<file path="config.mk">
export PLATFORM = sky130hd
export DESIGN_NAME = imm_pack
export DESIGN_NICKNAME = d
export VERILOG_FILES = /design/src/rtl/imm_pkg.sv /design/src/rtl/imm_classify.sv /design/src/rtl/imm_pack.sv
export SDC_FILE = /design/constraint.sdc
export NUM_CORES = 1
export LEC_CHECK = 0
export ABC_AREA = 1
export CORE_MARGIN = 2
export CORE_UTILIZATION = 46
export DETAILED_ROUTE_END_ITERATION = 6
export PLACE_DENSITY_LB_ADDON = 0.25
export SYNTH_ARGS = -nofsm -noshare
export SYNTH_HDL_FRONTEND = slang
export SYNTH_SLANG_ARGS = --single-unit
</file>
<file path="constraint.sdc">
create_clock -name clk -period 1.6 [get_ports clk]
set_input_delay 0.24 -clock clk [delete_from_list [all_inputs] [get_ports clk]]
set_output_delay 0.24 -clock clk [all_outputs]
set_load 0.02 [all_outputs]
</file>
<file path="src/rtl/imm_pkg.sv">
// Shared constants for the immediate packer and the datapath extender.
// Holds the EOp encodings, the request modes and the packer FSM state type.
// Purely declarative; no logic of its own.
package imm_pkg;

  // Extender opcodes (must match the extender's decode)
  localparam logic [1:0] EOP_SEXT = 2'b00;  // sign-extend imm
  localparam logic [1:0] EOP_ZEXT = 2'b01;  // zero-extend imm
  localparam logic [1:0] EOP_LUI  = 2'b10;  // imm << 16
  localparam logic [1:0] EOP_SHL2 = 2'b11;  // sign-extend imm, then << 2

  // Request modes
  localparam logic [1:0] MODE_LI     = 2'b00;  // load constant
  localparam logic [1:0] MODE_LOGIC  = 2'b01;  // logical (zero-extended) operand
  localparam logic [1:0] MODE_BRANCH = 2'b10;  // branch byte offset
  localparam logic [1:0] MODE_RSVD   = 2'b11;  // reserved, always fails

  typedef enum logic [1:0] {
    ST_IDLE  = 2'b00,  // no beat pending
    ST_BEAT1 = 2'b01,  // first (or only) beat presented
    ST_BEAT2 = 2'b10   // second beat of a lui/ori pair presented
  } state_t;

endpackage

</file>
<file path="src/rtl/imm_classify.sv">
// Classifies a 32-bit value/mode into the immediate + EOp that rebuild it.
// Purely combinational (zero latency).
// No handshake; the caller decides when results are captured.
module imm_classify
  import imm_pkg::*;
#(
  parameter bit ALLOW_SPLIT = 1'b1
) (
  input  logic [31:0] i_value,
  input  logic [1:0]  i_mode,
  output logic [15:0] o_imm1,
  output logic [1:0]  o_eop1,
  output logic        o_split,
  output logic        o_fail,
  output logic [15:0] o_imm2
);

  logic w_s;  // fits a sign-extended 16-bit immediate
  logic w_z;  // fits a zero-extended 16-bit immediate
  logic w_l;  // low half is zero, a single lui reproduces it
  logic w_b;  // word-aligned and fits a sign-extended 16-bit word offset

  assign w_s = (&i_value[31:15]) | ~(|i_value[31:15]);
  assign w_z = ~(|i_value[31:16]);
  assign w_l = ~(|i_value[15:0]);
  assign w_b = ~(|i_value[1:0]) & ((&i_value[31:17]) | ~(|i_value[31:17]));

  // Pick the first encoding that reproduces the value; fail beats are all-zero.
  always_comb begin
    o_imm1  = 16'h0000;
    o_eop1  = EOP_SEXT;
    o_split = 1'b0;
    o_fail  = 1'b0;
    o_imm2  = i_value[15:0];
    case (i_mode)
      MODE_LI: begin
        if (w_s) begin
          o_imm1 = i_value[15:0];
          o_eop1 = EOP_SEXT;
        end else if (w_z) begin
          o_imm1 = i_value[15:0];
          o_eop1 = EOP_ZEXT;
        end else if (w_l) begin
          o_imm1 = i_value[31:16];
          o_eop1 = EOP_LUI;
        end else if (ALLOW_SPLIT) begin
          // lui of the high half now, ori of the low half on the next beat
          o_imm1  = i_value[31:16];
          o_eop1  = EOP_LUI;
          o_split = 1'b1;
        end else begin
          o_fail = 1'b1;
        end
      end
      MODE_LOGIC: begin
        if (w_z) begin
          o_imm1 = i_value[15:0];
          o_eop1 = EOP_ZEXT;
        end else begin
          o_fail = 1'b1;
        end
      end
      MODE_BRANCH: begin
        if (w_b) begin
          o_imm1 = i_value[17:2];
          o_eop1 = EOP_SHL2;
        end else begin
          o_fail = 1'b1;
        end
      end
      default: o_fail = 1'b1;
    endcase
  end

endmodule

</file>
<file path="src/rtl/imm_pack.sv">
// Immediate packer: value/mode in, one or two (imm, EOp) beats out.
// Latency: 1 cycle from input handshake to out_valid; one beat per cycle.
// Backpressure: out_ready=0 freezes state and outputs; in_ready only when a last beat leaves or idle.
module imm_pack
  import imm_pkg::*;
#(
  parameter bit ALLOW_SPLIT = 1'b1
) (
  input  logic        clk,
  input  logic        reset,
  input  logic        in_valid,
  output logic        in_ready,
  input  logic [31:0] in_value,
  input  logic [1:0]  in_mode,
  output logic        out_valid,
  input  logic        out_ready,
  output logic [15:0] out_imm,
  output logic [1:0]  out_eop,
  output logic        out_last,
  output logic        out_fail
);

  state_t      r_state;
  logic        r_out_valid;
  logic [15:0] r_imm;
  logic [1:0]  r_eop;
  logic        r_last;
  logic        r_fail;
  logic [15:0] r_lo;  // low half held for the second beat of a pair

  state_t      w_nxt_state;
  logic        w_nxt_valid;
  logic [15:0] w_nxt_imm;
  logic [1:0]  w_nxt_eop;
  logic        w_nxt_last;
  logic        w_nxt_fail;
  logic [15:0] w_nxt_lo;
  logic        w_load;

  logic        w_in_ready;
  logic        w_accept;
  logic [15:0] w_cls_imm1;
  logic [1:0]  w_cls_eop1;
  logic        w_cls_split;
  logic        w_cls_fail;
  logic [15:0] w_cls_imm2;

  imm_classify #(.ALLOW_SPLIT(ALLOW_SPLIT)) u_classify (
    .i_value (in_value),
    .i_mode  (in_mode),
    .o_imm1  (w_cls_imm1),
    .o_eop1  (w_cls_eop1),
    .o_split (w_cls_split),
    .o_fail  (w_cls_fail),
    .o_imm2  (w_cls_imm2)
  );

  // The only out_ready -> in_ready path: a departing last beat frees the slot.
  assign w_in_ready = (r_state == ST_IDLE) | (r_out_valid & r_last & out_ready);
  assign w_accept   = in_valid & w_in_ready;

  // Next-state and next-output selection; everything holds unless a beat retires.
  always_comb begin
    w_nxt_state = r_state;
    w_nxt_valid = r_out_valid;
    w_nxt_imm   = r_imm;
    w_nxt_eop   = r_eop;
    w_nxt_last  = r_last;
    w_nxt_fail  = r_fail;
    w_nxt_lo    = r_lo;
    w_load      = 1'b0;
    case (r_state)
      ST_IDLE: w_load = w_accept;
      ST_BEAT1: begin
        if (out_ready) begin
          if (r_last) begin
            w_load = w_accept;
            if (!w_accept) begin
              w_nxt_state = ST_IDLE;
              w_nxt_valid = 1'b0;
            end
          end else begin
            w_nxt_state = ST_BEAT2;
            w_nxt_imm   = r_lo;
            w_nxt_eop   = EOP_ZEXT;
            w_nxt_last  = 1'b1;
            w_nxt_fail  = 1'b0;
          end
        end
      end
      ST_BEAT2: begin
        if (out_ready) begin
          w_load = w_accept;
          if (!w_accept) begin
            w_nxt_state = ST_IDLE;
            w_nxt_valid = 1'b0;
          end
        end
      end
      default: begin
        w_nxt_state = ST_IDLE;
        w_nxt_valid = 1'b0;
      end
    endcase
    if (w_load) begin
      w_nxt_state = ST_BEAT1;
      w_nxt_valid = 1'b1;
      w_nxt_imm   = w_cls_imm1;
      w_nxt_eop   = w_cls_eop1;
      w_nxt_last  = ~w_cls_split;
      w_nxt_fail  = w_cls_fail;
      w_nxt_lo    = w_cls_imm2;
    end
  end

  // State and output registers; reset wins over any simultaneous handshake.
  always_ff @(posedge clk) begin
    if (reset) begin
      r_state     <= ST_IDLE;
      r_out_valid <= 1'b0;
      r_imm       <= 16'h0000;
      r_eop       <= EOP_SEXT;
      r_last      <= 1'b0;
      r_fail      <= 1'b0;
      r_lo        <= 16'h0000;
    end else begin
      r_state     <= w_nxt_state;
      r_out_valid <= w_nxt_valid;
      r_imm       <= w_nxt_imm;
      r_eop       <= w_nxt_eop;
      r_last      <= w_nxt_last;
      r_fail      <= w_nxt_fail;
      r_lo        <= w_nxt_lo;
    end
  end

  assign in_ready  = w_in_ready;
  assign out_valid = r_out_valid;
  assign out_imm   = r_imm;
  assign out_eop   = r_eop;
  assign out_last  = r_last;
  assign out_fail  = r_fail;

endmodule

</file>
==> metrics.csv <==
stage;metric;value;unit
outcome;status;finished with violations;
outcome;failing checks;negative setup slack;
sta;final hold viol count;0;
worst_setup_path;Required @ worst endpoint;1.79;ns
placed_design;GP Congestion;0.882;
cells_and_area;number of fill cells;406;
placed_design;DP HPWL;5640;um
cells_and_area;fraction of layout cells with a size suffix above 1;33.0;%
drt;drt pass-1 iters;4;
die;Die Y-Extent;79.5;um
worst_setup_path;Crit path top cell by count;nand2_2;
flow_run;max cap viols;0;
cells_and_area;nets@finish;565;
grt;Total GRT Usage;23.8;%
hold_path;worst hold path stage count;2;
die;Placeable Area;0.00551;mm2
die;io pins;60;
sta;setup ws final;-0.135;ns
worst_setup_path;crit-path max FO;17;
grt;initial antenna violation count;0;
cells_and_area;Inserted Diodes;0;
drt;routed vias/inst;5.24;
sta;clk_skew;0.00292;ns
worst_setup_path;Reg2Reg Setup Slack;-0.13;ns
sta;worst hold slack;0.474;ns
synthesis;syn_nets;443;
clock_network;worst-skew pair later-pin latency;0.29;ns
worst_setup_path;Slowest-stage cell, CP;dfxtp_2;
clock_network;Worst-path clk slew;0.08;ns
power;Sw Ratio;33.8;%
worst_setup_path;critical path class;reg2reg;
grt;number of global-route vias before repair;2795;
drt;DR DRC count;0;
sta;fmax;0.577;GHz
power;pwr dens;690;mW/mm2
die;Die W;79.5;um
placed_design;pre-CTS setup slack;-0.370;ns
die;# rows;27;
worst_setup_path;Arr. time, crit path;1.92;ns
drt;vias;3124;
worst_setup_path;Worst setup EP type;flop;
cells_and_area;commonest non-fill, non-tap cell in the layout;nand2_1;
worst_setup_path;Worst Reg2Reg Path Length in Cells;10;
clock_network;Max Buffers Root-to-Sink;2;
worst_setup_path;critical-path cell list;inv_2 > ha_4 > nand4_1 > nand2_2 > nand2_1 > nand2_2 > nand4_4 > clkbuf_16 > nor2_1 > a21oi_1;
power;switching pwr;960;uW
clock_network;TritonCTS Buffers;5;
power;share of total power in combinational logic;37.9;%
placed_design;port buffer count;59;
grt;pin count of the biggest net entering global routing;36;
cells_and_area;Syn-to-layout area delta;57.0;%
synthesis;FF+latch count, synth;39;
sta;fin crit period;1.73;ns
clock_network;H-Tree Depth;2;
die;full die area;0.00632;mm2
sta;Rel. slew slack;66.1;%
clock_network;cts hold-fix bufs;0;
sta;setup violators final;26;
drt;post-DR wirelength/cell;14.0;um
grt;GRT overflow;0;
synthesis;cell count after synthesis;401;
synthesis;syn_area_per_cell;6.54;um2
drt;1st-iter DRT viols;262;
worst_setup_path;Crit path largest cell delay;0.34;ns
sta;pin slew with the least headroom to its limit;0.503;ns
power;clock power share;23.3;%
sta;RSZ-0062 raised after global routing;yes;
drt;Routed Antenna Nets;0;
power;Max VDD drop;0.432;mV
clock_network;CTS tree;done;
die;Initial Utilization;47.6;%
power;sequential share of power;38.8;%
clock_network;root buf cell;clkbuf_8;
clock_network;clock sinks;39;
synthesis;Yosys Warn Count;0;
cells_and_area;most frequent cells in the layout;nand2_1, buf_4, clkdlybuf4s50_1, inv_1, dfxtp_1;
drt;routed wire length;8370;um
power;Int Power;1.88;mW
grt;first-pass GRT wire length;12200;um
synthesis;register area share after synthesis;29.8;%
hold_path;Hold WC Path Type;reg2reg;
power;Leakage;1.95;nW
synthesis;synth unique cells;30;
synthesis;Syn Std Cell Area;0.00262;mm2
sta;max-slew violations;0;
worst_setup_path;critical path startpoint category;flop;
sta;Final Cycle Share;108;%
-- logic make-up after synthesis --
logic type | Yosys count | synth area share, %
flip-flops | 39 | 29.8
AND/OR/NAND/NOR | 249 | 46.4
adder cells (fa/ha/maj) | 4 | 1.91
AO/OA/AOI/OAI | 43 | 9.83
buffers and inverters | 66 | 12.1
-- stage by stage --
stage / area, um2 / util (%) / cells / TNS, ns / power, mW
after floorplan: 2690 / - / 401 / -0.553 / 1.61
after global placement: 3740 / 67.9 / 579 / -6.57 / 2.03
after detailed placement: 3740 / 67.9 / 579 / -7.58 / 2.06
after CTS: 3820 / 69.4 / 587 / -1.44 / 2.70
after global routing: 4120 / 74.8 / 596 / -5.88 / 2.98
final: 4120 / 74.8 / 596 / -2.49 / 2.84
-- critical path, delay by kind of cell (launching register included) --
kind            cells  cell delay, ns
fa+ha+maj           1            0.26
flops               1            0.34
simple gates        6            0.67
buf+inv             2            0.27
compound gates      1            0.07
-- synthesized netlist by cell type --
master    instances  area (um2)
inv_2             1        3.75
nor2_4            2        22.5
nor2_2            6        37.5
inv_4             1        6.26
o21ai_0           3        15.0
nor2_1           37         139
nand3b_2          1        11.3
o21ai_1           1        5.00
dfxtp_1          39         781
buf_4             4        30.0
a32oi_1           1        8.76
inv_1            44         165
a31oi_1           1        6.26
nand3_2          11         110
ha_1              4        50.1
clkinv_1          2        7.51
nand3_1          14        70.1
a21oi_1          27         135
buf_12            1        20.0
nand4_4           1        21.3
buf_2             4        20.0
clkbuf_1          5        18.8
a21oi_2          10        87.6
nand2_2          15        93.8
nand2_1         123         462
nor4_1            3        18.8
nand2_4           2        22.5
nor3_1            3        15.0
buf_6             4        45.0
nand4_1          31         194
-- area by class of cell --
type                    count  area (um2)  area share, %
inverters                  48         188           4.56
multi-input cells         296        1710           41.6
flip-flops and latches     39         783           19.0
clock buffers               7        76.3           1.85
clock inverters             1        5.00          0.122
well taps                  72        90.1           2.19
repair buffers            133        1260           30.6
-- sequential cells by signal, summed over array words and instances (netlist names) --
register and flops:
out_imm 16, r_lo 16, out_eop 2, r_state 2, out_fail 1, out_last 1
out_valid 1
-- metal layers --
metal,part of all wire (%),GRT usage (%),vias to the layer above
li1,-,-,1542
met1,43,30.3,1430
met5,0,0,-
met4,2.1,6.72,0
met2,49,41.2,133
met3,5.8,3.96,19
-- path summary, 6_finish.rpt --
path	endpoint	start
max	out_imm[6]$_SDFFE_PP0P_	r_state[1]$_SDFFE_PP0P_
min	out_fail$_SDFFE_PP0P_	out_fail$_SDFFE_PP0P_
max reg2reg	out_imm[6]$_SDFFE_PP0P_	r_state[1]$_SDFFE_PP0P_
min reg2reg	out_fail$_SDFFE_PP0P_	out_fail$_SDFFE_PP0P_
-- power by group through the flow --
stage | Combinational (mW) | Sequential (mW) | Clock, mW
after global routing | 1.16 | 1.11 | 0.711
after detailed placement | 0.934 | 1.12 | 0
after floorplan | 0.418 | 1.19 | 0
final | 1.08 | 1.10 | 0.663
after global placement | 0.915 | 1.12 | 0
after CTS | 0.936 | 1.10 | 0.663
-- what timing repair did --
| item | 4_1_cts | 5_1_grt |
|---|---|---|
| resized for setup | 2 | 49 |
| cloned | 0 | 2 |
| buffers inserted | 0 | 7 |
| setup endpoints to repair | 21 | 37 |
| pin swaps | 0 | 15 |
(Power assumes the default switching activity.)
==> RTL change 1 (config.mk and constraints unchanged) <==
Take the reset off `r_lo` and load it in a clocked block of its own.
--- a/src/rtl/imm_pack.sv
+++ b/src/rtl/imm_pack.sv
@@ -124,3 +124,2 @@
       r_fail      <= 1'b0;
-      r_lo        <= 16'h0000;
     end else begin
@@ -132,4 +131,7 @@
       r_fail      <= w_nxt_fail;
-      r_lo        <= w_nxt_lo;
     end
+  end
+
+  always_ff @(posedge clk) begin
+    r_lo <= w_nxt_lo;
   end
Check against the original RTL: no difference found for any inputs over 4 cycles, from zero or initial values and one cycle with reset high; that may be too few to reach the edited logic, so the function may still have changed.
==> RTL change 1 against the unedited design <==
- the flow still finishes with violations (negative setup slack)
- design area increased by 12%
- synthesized cell count rose by 23%
- power rose by 16%
- synthesized area is 14% higher
- sequential share of layout area up 1.6 points
- combinational power rose by 24%
- non-clock buffer count decreased by 3
- setup slack better by 0.043 ns
- via count is 15% higher
- die area grew 14%
- routed wire length grew 15%
- sequential cell count unchanged
==> RTL change 1: results (changes against the unedited design) <==
sequential fraction of the synthesis area=0.314 (+0.0163); Logic power comb=1340 uW (+24%); Clock-cell share=0.0204 (+0.000668); met1 WL=3880 um (+7.1%); count of different cell masters after synthesis=30 (unchanged); non-clk buf share=0.295 (-0.0117); Adder-Cell Fraction of Synth Area=0.0167 (-0.00238); layout cells sized above 1=0.209 (-0.121); Post-synth EDFFs=16 (+16); overall routing resource usage=0.267 (+0.0294); Achievable Freq=591 MHz (+2.5%); leakage=0.00237 uW (+21%); Layout Skew=0.00720 ns (+0.00428 ns); drt initial violations=291 (+11%); Worst slew margin=0.684 (+0.0224); # fillers=523 (+29%); sequential cell count=39 (unchanged); Mapped Cells=492 (+23%); Psw=1130 uW (+18%); fin worst setup slack=-0.0920 ns (+0.0426 ns); critical path arrival=1.88 ns (-0.04 ns); setup violators final=24 (-7.7%); Seq/total area=0.206 (+0.0156); multi-input logic portion of the cell area=0.386 (-0.0300); vias in the first global route=3393 (+21%); RePlAce Congestion=0.880 (-0.22%); Routed Wire Length=9660 um (+15%); #MultiIn Comb=351 (+19%); Worst-Margin Slew=0.470 ns (-0.0333 ns); width of the die=84.7 um (+6.5%); Seq power=1230 uW (+12%); routed length on met2=4890 um (+20%); Non-clock buffers=130 (-2.3%); dpl cells=672 (+16%); outcome=complete, but fails checks; Crit Path Max Fanout=35 (+18); Vias=3604 (+15%); HPWL Detailed=6690 um (+19%); commonest cells in the netlist=nand2_1 (182), inv_1 (80), nand3_1 (54); VDD IR-drop max=0.000522 V (+21%); synth top area cells=nand2_1 (23%), edfxtp_1 (16%), dfxtp_1 (15%), inv_1 (10%), nand3_1 (9.0%); violated checks=negative setup slack; Non-Filler Instances=689 (+16%); Clk Latency, worst-skew pair=0.30 ns; met3 routed WL=675 um (+38%); Compound-Gate Fraction of Synth Area=0.0614 (-0.0369); TritonRoute pass-1 iters=6 (+2)
-- RTL change 1: cells by family (layout without fill, tap and decap cells) --
family,Yosys count,after routing
simple gates,314,314
buf+inv,102,222
flops,39,39
compound gates,33,33
fa+ha+maj,4,4
-- RTL change 1: repair_timing --
action | CTS | global route
pin swaps | 0 | 11
gates cloned | 1 | 3
setup endpoints to repair | 37 | 39
resized for setup | 22 | 34
buffers inserted | 2 | 3
-- RTL change 1: metrics by stage --
| step | hold slack, ns | instance area (sq um) | TNS (ns) | setup WS, ns |
|---|---|---|---|---|
| after floorplan | 0.302 | 3060 | -0.0109 | -0.00155 |
| after global placement | 0.438 | 4210 | -12.24 | -0.362 |
| after detailed placement | 0.438 | 4210 | -13.41 | -0.432 |
| after CTS | 0.451 | 4420 | -0.868 | -0.0671 |
| after global routing | 0.478 | 4600 | -3.87 | -0.195 |
| final | 0.453 | 4600 | -0.996 | -0.0920 |
-- RTL change 1: final timing paths --
path / startpoint / endpoint / slack (ns) / depth (start not counted)
setup / recovery: r_state[1] / out_imm[0] / -0.09 / 10
hold / removal: out_eop[0] / out_eop[0] / 0.45 / 2
setup reg to reg: r_state[1] / out_imm[0] / -0.09 / 10
hold reg to reg: out_eop[0] / out_eop[0] / 0.45 / 2
-- RTL change 1: critical path, delay by kind of cell (launching register included) --
kind	cells	cell delay, ns
flops	1	0.33
buf+inv	3	0.29
compound gates	3	0.40
simple gates	3	0.38
fa+ha+maj	1	0.17
-- RTL change 1: layer usage --
metal | vias up | GRT usage
met5 | - | 0
met4 | 0 | 0.0866
met3 | 27 | 0.0265
met2 | 176 | 0.465
met1 | 1611 | 0.348
li1 | 1790 | -
==> RTL change 2 (same flow settings) <==
Made on the original files. `ALLOW_SPLIT` is set to 1'b1 in 2 places; all go to 1'b0.
--- a/src/rtl/imm_classify.sv
+++ b/src/rtl/imm_classify.sv
@@ -6,3 +6,3 @@
 #(
-  parameter bit ALLOW_SPLIT = 1'b1
+  parameter bit ALLOW_SPLIT = 1'b0
 ) (
--- a/src/rtl/imm_pack.sv
+++ b/src/rtl/imm_pack.sv
@@ -6,3 +6,3 @@
 #(
-  parameter bit ALLOW_SPLIT = 1'b1
+  parameter bit ALLOW_SPLIT = 1'b0
 ) (
Behaviour: not the same (a bounded check fails within 4 cycles, from zero or initial values and one cycle with reset high).
==> RTL change 2 against the unedited design <==
- the run still ends with negative setup slack left
- routed wire length increased by 18%
- first-iteration DRC count increased by 13%
- sequential cell count unchanged
- hold slack about the same
- critical path depth increased by 1
- sequential share of layout area decreased by 1.2 points
- cell count increased by 1.2%
- non-clock buffer count increased by 22
- power increased by 9.7%
- synthesized area decreased by 2.7%
- setup slack got worse by 0.23 ns
- design area increased by 6.9%
- largest power group is now combinational logic
- highest routed layer unchanged
==> RTL change 2: results (changes against the unedited design) <==
setup violators final=40 (+54%); met1 WL=3750 um (+3.6%); sequential cell count=39 (unchanged); met2 Use GR=0.500 (+0.0882); WHS Endpoint=r_lo[11]; sequential fraction of the synthesis area=0.306 (+0.00817); synth top area cells=dfxtp_1 (31%), nand2_1 (17%), nand3_1 (12%), a21oi_1 (6.3%), nand3b_1 (5.0%); met1 usage=0.361 (+0.0581); routed length on met2=4830 um (+18%); clock-net power=872 uW (+32%); leakage=0.00189 uW (-3.1%); Non-clock buffers=155 (+17%); fin worst setup slack=-0.361 ns (-0.226 ns); setup TNS=-11.28 ns (-8.79 ns); vias in the first global route=3119 (+12%); overall routing resource usage=0.285 (+0.0469); RePlAce Congestion=0.896 (+1.6%); hold wc startpoint=r_lo[11]; inverter count=19 (-60%); clock buffer count=6 (-1); PostCTS Resize Cnt=25 (+23); Reg2Reg Depth=11 (+1); #MultiIn Comb=310 (+4.7%); Crit Path Max Fanout=8 (-9); pre-CTS setup slack=-0.483 ns (-0.113 ns); HPWL Detailed=6110 um (+8.3%); Seq/total area=0.178 (-0.0122); grt met3 use=0.0299 (-0.00971); violated checks=negative setup slack; Clock-cell share=0.0267 (+0.00698); Slowest-stage cell, CP=dfxtp_2; multi-input logic portion of the cell area=0.427 (+0.0111); CP startpoint=r_state[0]; Worst slew margin=0.763 (+0.101); outcome=complete, but fails checks; commonest cells in the netlist=nand2_1 (117), nand3_1 (59), dfxtp_1 (39); crit path to=out_imm[9]; VDD IR-drop max=0.000378 V (-12%); first-pass GRT wire length=14200 um (+17%); # fillers=340 (-16%); wire length per cell=16.3 um (+16%); count of different cell masters after synthesis=32 (+6.7%); critical path arrival=2.18 ns (+0.26 ns); RR Endpoint=out_imm[9]; non-clk buf share=0.329 (+0.0230); CP delay by family, top=compound AO/OA/AOI/OAI gates; layout cells sized above 1=0.363 (+0.0333); met3 routed WL=781 um (+60%); drt via density=5.69 (+8.6%); fin nets=572 (+1.2%); post-CTS setup buffer count=4 (+4); CP peak stage delay=0.36 ns (+0.02 ns)
RTL change 2: metrics by stage:
| stage | total power, uW | hold WS (ns) | util | instances | area [sq um] |
|---|---|---|---|---|---|
| detailed placement | 2070 | 0.466 | 0.723 | 586 | 3930 |
| global placement | 2050 | 0.451 | 0.723 | 586 | 3930 |
| finish | 3110 | 0.474 | 0.809 | 603 | 4400 |
| global route | 3220 | 0.499 | 0.809 | 603 | 4400 |
| CTS | 2960 | 0.480 | 0.761 | 598 | 4140 |
| floorplan | 1580 | 0.309 | - | 386 | 2660 |
RTL change 2: worst min-delay path: stages, from the launching register on:
cell and delay [ns]:
dfxtp_1 0.30, nand2_1 0.07, a21oi_1 0.06
RTL change 2: cell families after synthesis:
| kind of cell | Yosys count | synth area share |
|---|---|---|
| compound gates | 65 | 0.165 |
| fa+ha+maj | 4 | 0.0196 |
| buf+inv | 37 | 0.0672 |
| flops | 39 | 0.306 |
| simple gates | 241 | 0.443 |
